$ cat src/rtl/p09_segment_bar_painter_pkg.sv
// Shared constants for the segment bar painter: colours, line geometry and
// the frame-start decode.
package p09_segment_bar_painter_pkg;

  localparam int HPOS_W = 10;
  localparam int VPOS_W = 9;

  // Colours are packed BBGGRR.
  localparam logic [5:0] COLOR_BAR_DEFAULT   = 6'b111111;
  localparam logic [5:0] COLOR_FLASH_DEFAULT = 6'b000011;

  localparam logic [HPOS_W-1:0] H_LAST_DEFAULT = 10'd799;

  function automatic logic frame_start(input logic [HPOS_W-1:0] h,
                                       input logic [VPOS_W-1:0] v);
    return (h == '0) && (v == '0);
  endfunction

endpackage

$ cat src/rtl/p09_segment_bar_painter_counter.sv
// Horizontal span tracker: walks seg_x/segment across the bar and clips
// at the end of the line.
module p09_segment_counter
  import p09_segment_bar_painter_pkg::*;
#(
  parameter int                SEG_WIDTH = 8,
  parameter logic [HPOS_W-1:0] H_LAST    = H_LAST_DEFAULT
) (
  input  logic              clk,
  input  logic              nRst,
  input  logic [HPOS_W-1:0] hpos,
  input  logic [HPOS_W-1:0] x_lat,
  input  logic [3:0]        nseg_lat,
  output logic              in_x,
  output logic [3:0]        segment
);

  localparam logic [3:0] SEG_LAST = 4'(SEG_WIDTH - 1);

  logic [3:0] seg_x;
  logic       start;
  logic       seg_end;
  logic       bar_end;
  logic       clip;

  assign start   = (hpos == x_lat) && (nseg_lat != 4'd0);
  assign seg_end = (seg_x == SEG_LAST);
  assign bar_end = seg_end && (segment == (nseg_lat - 4'd1));
  assign clip    = (hpos == H_LAST);

  // Start outranks both the natural end and the line clip.
  always_ff @(posedge clk or negedge nRst) begin
    if (!nRst) begin
      in_x    <= 1'b0;
      seg_x   <= 4'd0;
      segment <= 4'd0;
    end else if (start) begin
      in_x    <= 1'b1;
      seg_x   <= 4'd0;
      segment <= 4'd0;
    end else if (clip || (in_x && bar_end)) begin
      in_x    <= 1'b0;
      seg_x   <= 4'd0;
      segment <= 4'd0;
    end else if (in_x) begin
      if (seg_end) begin
        seg_x   <= 4'd0;
        segment <= segment + 4'd1;
      end else begin
        seg_x <= seg_x + 4'd1;
      end
    end
  end

endmodule

$ cat src/rtl/p09_segment_bar_painter.sv
// Segmented horizontal bar overlay with frame-synchronous position/length
// latching and a frame-counted colour flash.
module p09_segment_bar_painter
  import p09_segment_bar_painter_pkg::*;
#(
  parameter logic [5:0]        BAR_COLOR    = COLOR_BAR_DEFAULT,
  parameter logic [5:0]        FLASH_COLOR  = COLOR_FLASH_DEFAULT,
  parameter int                SEG_WIDTH    = 8,
  parameter int                MAX_SEGMENTS = 8,
  parameter logic [8:0]        BAR_HEIGHT   = 9'd8,
  parameter logic [8:0]        BAR_Y        = 9'd456,
  parameter logic [HPOS_W-1:0] H_LAST       = H_LAST_DEFAULT,
  parameter logic [3:0]        FLASH_FRAMES = 4'd8
) (
  input  logic              clk,
  input  logic              nRst,
  input  logic [HPOS_W-1:0] hpos,
  input  logic [VPOS_W-1:0] vpos,
  input  logic [HPOS_W-1:0] x,
  input  logic [3:0]        num_seg,
  input  logic              flash,
  output logic              in_bar,
  output logic [5:0]        color,
  output logic [3:0]        segment,
  output logic              flashing
);

  localparam logic [3:0] NSEG_MAX = 4'(MAX_SEGMENTS);
  localparam logic [8:0] Y_END    = BAR_Y + BAR_HEIGHT;

  logic [HPOS_W-1:0] x_lat;
  logic [3:0]        nseg_lat;
  logic              in_x;
  logic              in_y;
  logic [3:0]        seg_cnt;
  logic [3:0]        flash_cnt;
  logic              fstart;

  assign fstart = frame_start(hpos, vpos);

  // Geometry only changes at frame start so a frame never tears.
  always_ff @(posedge clk or negedge nRst) begin
    if (!nRst) begin
      x_lat    <= '0;
      nseg_lat <= 4'd0;
    end else if (fstart) begin
      x_lat    <= x;
      nseg_lat <= (num_seg > NSEG_MAX) ? NSEG_MAX : num_seg;
    end
  end

  always_ff @(posedge clk or negedge nRst) begin
    if (!nRst) begin
      in_y <= 1'b0;
    end else if (vpos == BAR_Y) begin
      in_y <= 1'b1;
    end else if (vpos == Y_END) begin
      in_y <= 1'b0;
    end
  end

  always_ff @(posedge clk or negedge nRst) begin
    if (!nRst) begin
      flash_cnt <= 4'd0;
    end else if (flash) begin
      flash_cnt <= FLASH_FRAMES;
    end else if (fstart && (flash_cnt != 4'd0)) begin
      flash_cnt <= flash_cnt - 4'd1;
    end
  end

  p09_segment_counter #(
    .SEG_WIDTH (SEG_WIDTH),
    .H_LAST    (H_LAST)
  ) u_seg_cnt (
    .clk      (clk),
    .nRst     (nRst),
    .hpos     (hpos),
    .x_lat    (x_lat),
    .nseg_lat (nseg_lat),
    .in_x     (in_x),
    .segment  (seg_cnt)
  );

  assign in_bar   = in_x & in_y;
  assign segment  = in_bar ? seg_cnt : 4'd0;
  assign flashing = (flash_cnt != 4'd0);
  assign color    = flashing ? FLASH_COLOR : BAR_COLOR;

endmodule
$ cat config.mk
export PLATFORM = sky130hd
export DESIGN_NAME = p09_segment_bar_painter
export DESIGN_NICKNAME = d
export VERILOG_FILES = /design/src/rtl/p09_segment_bar_painter_pkg.sv /design/src/rtl/p09_segment_bar_painter_counter.sv /design/src/rtl/p09_segment_bar_painter.sv
export SDC_FILE = /design/constraint.sdc
export NUM_CORES = 1
export LEC_CHECK = 0
export CAP_MARGIN = 25
export CORE_MARGIN = 2
export CORE_UTILIZATION = 55
export DETAILED_ROUTE_END_ITERATION = 10
export DONT_BUFFER_PORTS = 1
export PLACE_DENSITY = 0.71
export SYNTH_ARGS = -nofsm -noshare
export SYNTH_HDL_FRONTEND = slang
export SYNTH_SLANG_ARGS = --single-unit
$ cat constraint.sdc
create_clock -name clk -period 5.3 [get_ports clk]
set_input_delay 1.59 -clock clk [delete_from_list [all_inputs] [get_ports clk]]
set_output_delay 1.59 -clock clk [all_outputs]
set_load 0.01 [all_outputs]
Word level (Yosys, flattened, before mapping)
Index checks and enable logic that the tools add are counted.

Flip-flop bits (word level): 28. Input port bits: 36.

Add/sub/neg operators: 4. Order comparisons: 1. Equality and inequality tests: 6. Multiplexer cells: 17. Bitwise gates (word level): 1. Reduce and logical (&&, ||, !) cells: 16.

Operators with widths (number): 4-bit two-way mux (12); 9-bit equality test (second input constant) (2); 10-bit equality test (1); 10-bit equality test (second input constant) (1); 10-bit logical NOT (1); 9-bit logical NOT (1); 4-bit by 1-bit adder with 4-bit output (second input constant) (2); 4-bit nonzero test (2); 4-bit by 1-bit subtractor with 4-bit output (second input constant) (2); 6-bit two-way mux (1); 2-bit nonzero test (3); 3-bit nonzero test (2); 1-bit logical AND (5); 4-bit by 3-bit equality test with 1-bit output (second input constant) (1); 4-bit equality test (1); 4-bit greater-than comparator (second input constant) (1); 1-bit two-way mux (4); 2-bit AND reduction (1); 1-bit AND (1); 1-bit logical OR (1).

Depth between registers and ports, before layout
Depth in word-level cells: 7. Gate-level depth with buffers: 8. Gate-level depth less buffers: 7.

Modules after synthesis
A second synthesis with hierarchy kept.

Cell total of the unflattened synthesis: 155. Area total of the unflattened synthesis: 1739.2 um2.

By module, submodules not included: p09_segment_bar_painter (times used 1, cells each 85, area an instance 1048.5 um2, sequential area each 475.5 um2); p09_segment_counter (times used 1, cells each 70, area an instance 690.7 um2, sequential area each 225.2 um2).

Worst setup path after synthesis
OpenSTA, ideal clock, no wires.

Path kind: input to register. Start point: in hpos[4]. End point: reg x_lat[0]. Setup time: 125 ps. Arrival time: 2823 ps. Data required time: 5175 ps. Slack: 2352 ps. Stages on the path: 5. Buffers on the path: 1. Path through: nor4_1 nand2_1 nor2_4 buf_6 mux2_2.

Word-level cells in the longest chain between the ends: 2.

Ends and longest elaborated chain: start, declared (RTL line p09_segment_bar_painter.sv:17) `input logic [HPOS_W-1:0] hpos,`; 10-bit logical NOT (RTL line p09_segment_bar_painter_pkg.sv:16) `return (h == '0) && (v == '0);`; 1-bit logical AND (RTL line p09_segment_bar_painter_pkg.sv:16); end signal, assigned (RTL line p09_segment_bar_painter.sv:44) `x_lat <= '0;`; end signal, assigned (RTL line p09_segment_bar_painter.sv:47) `x_lat <= x;`; end, declared (RTL line p09_segment_bar_painter.sv:31) `logic [HPOS_W-1:0] x_lat;`.

No other way between the ends. A chain may end at the register's enable or synchronous reset.

Worst setup path after layout
Start point: reg flash_cnt[0]. End point: out color[5].

Word-level cells in the longest chain between the ends: 2.

Ends and longest elaborated chain: start, declared (RTL line p09_segment_bar_painter.sv:36) `logic [3:0] flash_cnt;`; start signal, assigned (RTL line p09_segment_bar_painter.sv:68) `flash_cnt <= flash_cnt - 4'd1;`; 4-bit nonzero test (RTL line p09_segment_bar_painter.sv:87) `assign flashing = (flash_cnt != 4'd0);`; named net flashing (RTL line p09_segment_bar_painter.sv:25) `output logic flashing`; 6-bit two-way mux (RTL line p09_segment_bar_painter.sv:88) `assign color = flashing ? FLASH_COLOR : BAR_COLOR;`; end, declared (RTL line p09_segment_bar_painter.sv:23) `output logic [5:0] color,`.

The timed path passes the listed nets, and every way through them passes these cells.

==> out/metrics.cfg <==
[timing]
setup_viol=0
period_share=0.622
maxClockFrequency_mhz=303
finClkSkew_ns=0.00398
layout_min_cycle_time_ns=3.30
slew-limit-headroom=0.598
tns_ns=0
rsz0062_at_grt=false
holdWs_ns=0.549
slew_violations=0
worst_slack_ns=2.00
finalHoldViolations=0
tightest_slew_ns=0.600

[critical_path]
required_ns=3.71
cp.buffers_inverters=2
slowest_stage=or3b_1
critPathMaxFanout=5
r2r_setup_slack_ns=3.09
max_stage_delay_ns=0.47
cp_top_family=simple AND/OR/NAND/NOR gates
r2r_start=flash_cnt[0]
critPathCaptureType=output port
cp.depth=4
critPathKind=register to output port
cp-startpoint=flash_cnt[0]
worstRegToRegCells=7
start_kind=register
path_cells=inv_1 > ha_1 > or3b_1 > inv_2
crit_arrival_ns=1.71

[finish]
layout_commonest_cell=dfrtp_1
area_delta_synth_final_pct=1.43
fin_nets=194
regArea_um2=701
layout_common_cells=dfrtp_1 (28), xor2_1 (15), nor3_1 (12), mux2_2 (11)
drive_above_1_share=0.146
utilization=0.600
multi_input_area_um2=858
final_cells=182
antenna_cells=0
num-fill-cells=240
fin_area_mm2=0.00168

[routing]
drc=4
first_pass_iters=7
wl_mm=3.14
vias=1144
ant_nets=0
viasPerCell=6.29
drtIter0Drc=56
wl_per_cell_um=17.2

[power_and_ir_drop]
p_leak_nw=0.801
pwr_density_cell_mw_per_mm2=236
ir_drop_v=0.000162
finalPower_mw=0.397

[outcome]
status=complete, but fails checks
violations=design-rule violations

[global_routing]
grt_pass1_wl_mm=5.15
grt_max_degree=29
grt_pass1_vias=1140
grt-ovfl-total=0
grt_usage=0.197
antenna_found_initial=0

[die]
start_util=0.592
num_rows=19
die-width_um=58.9
core_mm2=0.00281
die_area_mm2=0.00347
die_h_um=58.9
ios=48

[logic_synthesis]
syn_avg_cell_area_um2=10.6
synth_mux_area_frac=0.0987
async_flop_share=1.00
synth.ff_latch_count=28
synth-xor-area-share=0.106
netlist_area_mm2=0.00166
synthAdderAreaFrac=0.0452
synth-compound-area-share=0.0754
synth-warning-count=0
synth.distinct_cells=42
synthSimpleGateAreaFrac=0.188
synth_seq_area_share=0.422
synthCells=156
synth_edf_count=0
synthFlopType=dfrtp_1
synth_top_family_by_area=simple AND/OR/NAND/NOR gates

[clock_network]
htree_levels=1
cts_resized=0
cts-root-buf=clkbuf_4
cts_sinks=28
cts_tree=done
clk_latency_ns=0.33
clock_path_buffers=2
ctsHoldBuffers=0
cts_buffers=3
postCtsSetupBuffers=0
clk_pin_slew_ns=0.15

[hold_path]
min_path_cells=1
hold_start=x_lat[0]
hold_class=register to register

[placement]
dp_cells=178
io_buffers=0
dp_hpwl_mm=2.40
gp_congestion=0.779
post-place-ws_ns=2.05
place_area_mm2=0.00163

[job]
cap_violations=0

[power breakdown]
| part | switching (mW) | internal, mW | total, mW |
|---|---|---|---|
| Combinational | 0.0123 | 0.0124 | 0.0248 |
| Clock | 0.0651 | 0.0765 | 0.142 |
| Sequential | 0.00880 | 0.222 | 0.231 |
| Total | 0.0862 | 0.311 | 0.397 |
[synthesized netlist by cell type, types with 4 or more instances]
cell type  instances  area share
and3_1             8       0.030
nor4_1             5       0.019
mux2_2            11       0.075
buf_4              5       0.023
ha_1               6       0.045
dfrtp_1           28        0.42
inv_1              8       0.018
nor3_1            12       0.036
a21oi_1            5       0.015
xor2_1            15       0.079
nand3_1            4       0.012
mux2i_1            4       0.024
xnor2_1            5       0.026
[cell type report]
type / instances / share of cell area
inverter: 9 / 0.0201
clock inverter: 1 / 0.0178
clock buffer: 3 / 0.0134
tap: 31 / 0.0230
sequential: 28 / 0.416
multi-input combinational: 110 / 0.510
[path summary, 6_finish.rpt]
kind                                   endpoint
min in group asynchronous              x_lat[9]
hold reg to reg                        x_lat[0]
max in group asynchronous  u_seg_cnt.segment[2]
hold / removal                         x_lat[0]
setup reg to reg                   flash_cnt[3]
setup / recovery                       color[5]
[sequential cells by signal, indices dropped and copies added (netlist names)]
signal             cells
x_lat                 10
flash_cnt              4
nseg_lat               4
u_seg_cnt.seg_x        4
u_seg_cnt.segment      4
in_y                   1
u_seg_cnt.in_x         1
[routing by layer]
| layer | routed length (µm) | global-route usage |
|---|---|---|
| met5 | 0 | 0 |
| met4 | 36 | 0.0584 |
| met3 | 177 | 0.0330 |
| met2 | 1530 | 0.313 |
| met1 | 1390 | 0.279 |
[logic make-up after synthesis]
group	count (synthesis)
adder cells (fa/ha/maj)	6
XOR/XNOR	20
flip-flops	28
buffers and inverters	19
multiplexers	15
other	1
AO/OA/AOI/OAI	17
AND/OR/NAND/NOR	50
Note: power is estimated with default switching activity, not from simulation.
